===== src/rtl/uart_tx_port.sv =====
// uart_tx_port: memory-mapped 8N1 serial transmitter fed by a small byte FIFO.
// Ports:
//   clk, reset (async, active-low)   clock and reset
//   write, address, data_in          CPU output bus; PORT_ADDR pushes a byte,
//                                    PORT_ADDR+1 bit 0 clears overflow
//   tx                               serial line, idle high
//   tx_busy                          frame in progress or bytes queued
//   fifo_full, fifo_empty, fifo_count FIFO occupancy
//   overflow                         sticky, a push was dropped
module uart_tx_port #(
  parameter logic [7:0] PORT_ADDR = 8'hF0,
  parameter int CLKS_PER_BIT = 16,
  parameter int FIFO_DEPTH = 4
) (
  input  logic clk,
  input  logic reset,
  input  logic write,
  input  logic [7:0] address,
  input  logic [7:0] data_in,
  output logic tx,
  output logic tx_busy,
  output logic fifo_full,
  output logic fifo_empty,
  output logic [$clog2(FIFO_DEPTH):0] fifo_count,
  output logic overflow
);
  localparam int AW = $clog2(FIFO_DEPTH);
  localparam int CW = $clog2(CLKS_PER_BIT);
  typedef enum logic [1:0] {IDLE, START, DATA, STOP} state_t;
  state_t state_q, state_d;
  logic [7:0] mem_q [FIFO_DEPTH];
  logic [AW-1:0] wp_q, wp_d, rp_q, rp_d;
  logic [AW:0] cnt_q, cnt_d;
  logic [7:0] shift_q, shift_d;
  logic [CW-1:0] baud_q, baud_d;
  logic [2:0] bit_q, bit_d;
  logic ovf_q, ovf_d;
  logic push, push_ok, pop, clr, baud_done;
  assign push = write && address == PORT_ADDR;
  assign clr = write && address == PORT_ADDR + 8'd1 && data_in[0];
  assign pop = state_q == IDLE && cnt_q != '0;
  // A full FIFO still takes a push when the transmitter frees a slot on the same edge
  assign push_ok = push && (cnt_q != (AW+1)'(FIFO_DEPTH) || pop);
  assign baud_done = baud_q == CW'(CLKS_PER_BIT - 1);
  always_ff @(posedge clk or negedge reset)
    if (!reset) begin
      state_q <= IDLE;
      wp_q <= '0;
      rp_q <= '0;
      cnt_q <= '0;
      shift_q <= '0;
      baud_q <= '0;
      bit_q <= '0;
      ovf_q <= 1'b0;
    end else begin
      state_q <= state_d;
      wp_q <= wp_d;
      rp_q <= rp_d;
      cnt_q <= cnt_d;
      shift_q <= shift_d;
      baud_q <= baud_d;
      bit_q <= bit_d;
      ovf_q <= ovf_d;
    end
  always_ff @(posedge clk)
    if (push_ok) mem_q[wp_q] <= data_in;
  always_comb begin
    state_d = state_q;
    shift_d = shift_q;
    bit_d = bit_q;
    baud_d = (state_q == IDLE || baud_done) ? '0 : baud_q + CW'(1);
    wp_d = push_ok ? wp_q + AW'(1) : wp_q;
    rp_d = pop ? rp_q + AW'(1) : rp_q;
    cnt_d = cnt_q + (AW+1)'(push_ok) - (AW+1)'(pop);
    // A dropped push outranks a simultaneous overflow clear
    ovf_d = (push && !push_ok) ? 1'b1 : clr ? 1'b0 : ovf_q;
    case (state_q)
      IDLE: if (pop) begin
        state_d = START;
        shift_d = mem_q[rp_q];
      end
      START: if (baud_done) begin
        state_d = DATA;
        bit_d = '0;
      end
      DATA: if (baud_done) begin
        shift_d = shift_q >> 1;
        bit_d = bit_q + 3'd1;
        if (bit_q == 3'd7) state_d = STOP;
      end
      STOP: if (baud_done) state_d = IDLE;
      default: state_d = IDLE;
    endcase
  end
  always_comb begin
    tx = state_q == START ? 1'b0 : state_q == DATA ? shift_q[0] : 1'b1;
    tx_busy = state_q != IDLE || cnt_q != '0;
    fifo_full = cnt_q == (AW+1)'(FIFO_DEPTH);
    fifo_empty = cnt_q == '0;
    fifo_count = cnt_q;
    overflow = ovf_q;
  end
endmodule


===== config.mk =====
export PLATFORM = sky130hd
export DESIGN_NAME = uart_tx_port
export DESIGN_NICKNAME = d
export VERILOG_FILES = /design/src/rtl/uart_tx_port.sv
export SDC_FILE = /design/constraint.sdc
export NUM_CORES = 1
export LEC_CHECK = 0
export CORE_UTILIZATION = 60
export CTS_CLUSTER_DIAMETER = 30
export DETAILED_ROUTE_END_ITERATION = 7
export PLACE_DENSITY = 0.9
export SETUP_SLACK_MARGIN = 0.2
export SYNTH_ARGS = -nofsm -noshare
export SYNTH_HDL_FRONTEND = slang
export SYNTH_SLANG_ARGS = --single-unit

===== constraint.sdc =====
create_clock -name clk -period 5.2 [get_ports clk]
set_input_delay 1.56 -clock clk [delete_from_list [all_inputs] [get_ports clk]]
set_output_delay 1.56 -clock clk [all_outputs]
set_load 0.005 [all_outputs]

Word level (Yosys, flattened, before mapping). Memories as Yosys holds them, arrays and structs flattened. Index checks and enable logic that the tools add are counted.

Output and inout bits: 8. Word-level logic and storage cells: 68. Input bits: 19. Memories kept: 1. RAM bits: 32. Bits in registers: 25.

Memory list: mem_q (words 4, bits a word 8, read ports 1, clocked after memory_dff 0, write ports 1, line 31) `logic [7:0] mem_q [FIFO_DEPTH];`.

Equal/unequal tests: 14. Muxes and demuxes: 19. Add/sub/neg operators: 6. Reductions and logical operators: 20.

Operators by type and width (count): equality test 8 bit, second input constant (2); two-way mux 8 bit (2); one-hot mux 8 bit (2 select lines) (1); two-way mux 2 bit (5); != test 2 bit, second input constant (5); one-hot mux 2 bit (4 select lines) (1); nonzero test 2 bit (4); equality test 3 bit, second input constant (2); logical AND 1 bit (6); two-way mux 1 bit (6); two-way mux 3 bit (2); one-hot mux 3 bit (2 select lines) (1); AND reduction 3 bit (2); AND reduction 5 bit (1); adder 2 x 1 -> 2 bit, second input constant (2); adder 4 x 1 -> 4 bit, second input constant (1); equality test 2 bit, second input constant (2); equality test 4 bit, second input constant (1); two-way mux 4 bit (1); adder 3 x 1 -> 3 bit (1); adder 3 x 1 -> 3 bit, second input constant (1); logical NOT 3 bit (1); logical OR 1 bit (3); != test 3 bit, second input constant (1); other kinds (5) (5).

Longest topological paths before layout.
Word-level depth: 7. Gate-level depth with buffers: 11. Mapped depth without buffers: 10.

Worst setup path before layout. No wires, ideal clock.

Path type: input port to flip-flop. Start: input address[1]. End: register cnt_q[2] (netlist: fifo_count[2]). Arrival time: 3.444 ns. Path buffers: 0. Library setup time: 0.129 ns. Required time: 5.071 ns. Path slack: 1.627 ns. Stages on the path: 8. Cells stage by stage: or4b_4 > nor4_4 > mux2_2 > ha_1 > inv_1 > fa_1 > xnor2_1 > xnor2_1.

Longest elaborated chain between the ends: 5.

Ends and longest elaborated chain: start, declared (line 18) `input logic [7:0] address,`; equality test 8 bit (line 39) `assign push = write && address == PORT_ADDR;`; logical AND 1 bit (line 39); logical AND 1 bit (line 43) `assign push_ok = push && (cnt_q != (AW+1)'(FIFO_DEPTH) || pop);`; adder 3 x 1 -> 3 bit (line 74) `cnt_d = cnt_q + (AW+1)'(push_ok) - (AW+1)'(pop);`; subtractor 3 x 1 -> 3 bit (line 74); net cnt_d[2] (line 33) `logic [AW:0] cnt_q, cnt_d;`; end signal, assigned (line 59) `cnt_q <= cnt_d;`; end, declared (line 33).

The timed path passes the listed nets, and every way through them passes these cells. A chain may end at the register's enable or synchronous reset.

Worst setup path in the final report. Ends and elaborated chain as after synthesis.

==> impl_metrics.tcl <==
set metrics [dict create \
    final_common_cell "edfxtp_1" \
    cts_resized 0 \
    reg2reg_to "fifo_count[2]$_DFF_PN0_" \
    setup_ws_ns 1.379 \
    clk_pin_slew_ns 0.06 \
    core_region_area_um2 4086 \
    worstPathRequired_ns 5.40 \
    initial_core_util 0.6415 \
    r2r_cells 10 \
    area_growth_pct 17.14 \
    grt_max_degree 26 \
    synthCells 178 \
    grt_first_pass_wirelength_mm 7.500 \
    routed.top_layer "met4" \
    clk_latency_ns 0.33 \
    grt_usage 0.2341 \
    fmax_ghz 0.2617 \
    boundaryPins 27 \
    cts-root-buf "clkbuf_8" \
    slew_viol_final 0 \
    cts_max_level 3 \
    setup_violations 0 \
    antenna_cells 0 \
    ant_nets 0 \
    synthDominantCellAreaShare 0.3666 \
    internal_power_mw 0.8434 \
    p_per_area_nw_per_um2 361.3 \
    path_common_cell "xnor2_1" \
    path_buf_inv 2 \
    slowest_stage "or4b_4" \
    timing.rr.start "state_q[0]$_DFFE_PN0P_" \
    status "finished clean" \
    synth_top_family_by_area "multiplexers" \
    grt_setup_unrepaired "false" \
    cp_top_family "simple AND/OR/NAND/NOR gates" \
    p_sw_mw 0.2658 \
    synth_mux_area_frac 0.1141 \
    dpl.hpwl_mm 3.153 \
    num_rows 23 \
    initialDrtViolationCount 147 \
    cts_buffers 9 \
    synthFlopType "edfxtp_1" \
    final_cell_mix "edfxtp_1 (32), clkdlybuf4s50_1 (26), dfrtp_1 (25)" \
    start_kind "input port" \
    synth_area_um2 2621 \
    via_count 1536 \
    cts_sinks 57 \
    pre_cts_ws_ns 1.040 \
    postRouteWirelength_mm 4.498 \
    fin_setup_tns_ns 0 \
    yosys.area.top_type "edfxtp_1" \
    port_buffers 26 \
    die_w_um 68.10 \
    ys_top_cells_by_area "edfxtp_1 (37%), dfrtp_1 (24%), mux2_2 (8.2%)" \
    avgSynthCellArea_um2 14.73 \
    pwr-share-comb 0.150 \
    gp_congestion 0.7609 \
    synthAdderAreaFrac 0.06969 \
    worst_path_largest_cell_delay_ns 0.57 \
    synth_seq_cells 57 \
    ys_types 41 \
    critPathArrivalTime_ns 4.02 \
    crit_end "fifo_count[2]$_DFF_PN0_" \
    cts_tree "built" \
    yosys_warnings 0 \
    tightest_slew_ns 1.148 \
    wl_met3_um 265 \
    slew_headroom 0.2322 \
    via_per_inst 5.863 \
    drc 0 \
    clkPwrFrac 0.338 \
    dr_wl_met2_mm 2.197 \
    first_pass_iters 8 \
    final.period_utilization 0.7347 \
    die_area_um2 4637 \
    min_period_ns 3.821 \
    drive_gt1_frac 0.1698 \
    path_cells "clkdlybuf4s50_1 > or4b_4 > nor4_4 > mux2_2 > ha_1 > inv_1 > fa_1 > xnor2_1 > xnor2_1" \
    die_h_um 68.10 \
    grt_overflow 0 \
    synth-seq-area-share 0.6053 \
    cts_buffer_depth 2 \
    rrSetupSlack_ns 2.66 \
    met1Wirelength_mm 1.951 \
    synth_compound_area_frac 0.07017 \
    ys_async_sr_fraction 0.4386 \
    skew_ns 0.006717 \
    synth-edff-count 32 \
    drv_cap 0 \
    p_leak_nw 1.177 \
    post_cts_buffers 0 \
    synthSimpleGateAreaFrac 0.07780 \
    peakVddDrop_mv 0.2242 \
    switching_share 0.2396 \
    pwr-share-seq 0.512 \
    timing.hold.ws_ns 0.4999 \
    nNetsFinal 240 \
    grt_pass1_vias 1635 \
    critPathCaptureType "register" \
    syn_nets 211 \
    hold_path_class "register to register" \
    path_max_fanout 7 \
    hold_viol 0 \
    worstSetupPathDepth 9 \
    crit_type "input port to register" \
    cts_hold_buffers 0 \
    wl_per_cell_um 17.17 \
    startpoint "address[1]" \
    antenna_found_initial 0 \
    synth-xor-area-share 0.02005 \
]
-- flip-flops by register name, summed over array words and instances (netlist names) --
register / count
overflow: 1
state_q: 2
rp_q: 2
mem_q: 32
bit_q: 3
baud_q: 4
wp_q: 2
shift_q: 8
fifo_count: 3
-- metal layers --
metal	GRT usage	vias to the layer above
met3	0.07667	11
li1	-	723
met1	0.2993	746
met5	0	-
met4	0.1094	0
met2	0.3603	56
-- kinds of logic after synthesis --
kind of cell	count (synthesis)
adders and majority gates	14
buffers and inverters	24
muxes	27
xor gates and xnor gates	6
AOI/OAI and AO/OA	22
DFF	57
and+or+nand+nor	28
-- cell usage after synthesis, drive strengths merged, types with 2 or more instances --
| cell type | count |
|---|---|
| a222oi | 7 |
| or4b | 2 |
| a32o | 2 |
| edfxtp | 32 |
| a21boi | 2 |
| or2b | 2 |
| and2 | 4 |
| buf | 5 |
| mux2 | 20 |
| nor3b | 3 |
| xnor2 | 6 |
| dfrtp | 25 |
| nor3 | 3 |
| nor2 | 3 |
| o21ai | 2 |
| clkbuf | 3 |
| mux2i | 7 |
| ha | 13 |
| inv | 16 |
| nand4 | 2 |
| nor2b | 2 |
| a21oi | 3 |
-- per-stage QoR --
step / std cells / power (mW) / utilization / cell area, µm²
after CTS: 262 / 1.117 / 0.7514 / 3070
final: 262 / 1.109 / 0.7514 / 3070
after global placement: 246 / 0.7286 / 0.7076 / 2892
after global routing: 262 / 1.162 / 0.7514 / 3070
after floorplan: 178 / 0.6681 / - / 2621
after detailed placement: 246 / 0.7436 / 0.7076 / 2892
-- layout make-up --
cell class / count / area [µm²]
Sequential cell: 57 / 1587
Multi-Input combinational cell: 97 / 922.1
Inverter: 16 / 60.06
Tap cell: 50 / 62.56
Fill cell: 249 / 1016
Clock inverter: 5 / 47.55
Timing Repair Buffer: 26 / 260.3
Clock buffer: 11 / 131.4
-- worst min path at each step --
stage	start	endpoint	slack, ns	cells after the start
floorplan	baud_q[0]$_DFF_PN0_	baud_q[0]$_DFF_PN0_	0.46	1
finish	bit_q[1]$_DFFE_PN0P_	bit_q[1]$_DFFE_PN0P_	0.50	1
detailed placement	baud_q[0]$_DFF_PN0_	baud_q[0]$_DFF_PN0_	0.49	1
global route	bit_q[1]$_DFFE_PN0P_	bit_q[1]$_DFFE_PN0P_	0.52	1
CTS	baud_q[0]$_DFF_PN0_	baud_q[0]$_DFF_PN0_	0.50	1
global placement	baud_q[0]$_DFF_PN0_	baud_q[0]$_DFF_PN0_	0.47	1
-- power groups by stage --
stage | Sequential, mW | Combinational [mW] | Clock [mW]
after CTS | 0.567 | 0.169 | 0.381
after floorplan | 0.556 | 0.112 | 0
after detailed placement | 0.575 | 0.168 | 0
after global routing | 0.574 | 0.184 | 0.404
after global placement | 0.572 | 0.157 | 0
final | 0.568 | 0.167 | 0.375
-- worst register-to-register path, stage by stage, from the launching register on --
cell,delay (ns)
dfrtp_1,0.40
inv_1,0.13
ha_1,0.33
nor4b_1,0.14
nor4_4,0.34
mux2_2,0.25
ha_1,0.13
inv_1,0.05
fa_1,0.37
xnor2_1,0.14
xnor2_1,0.13
Note: power is estimated with default switching activity, not from simulation.
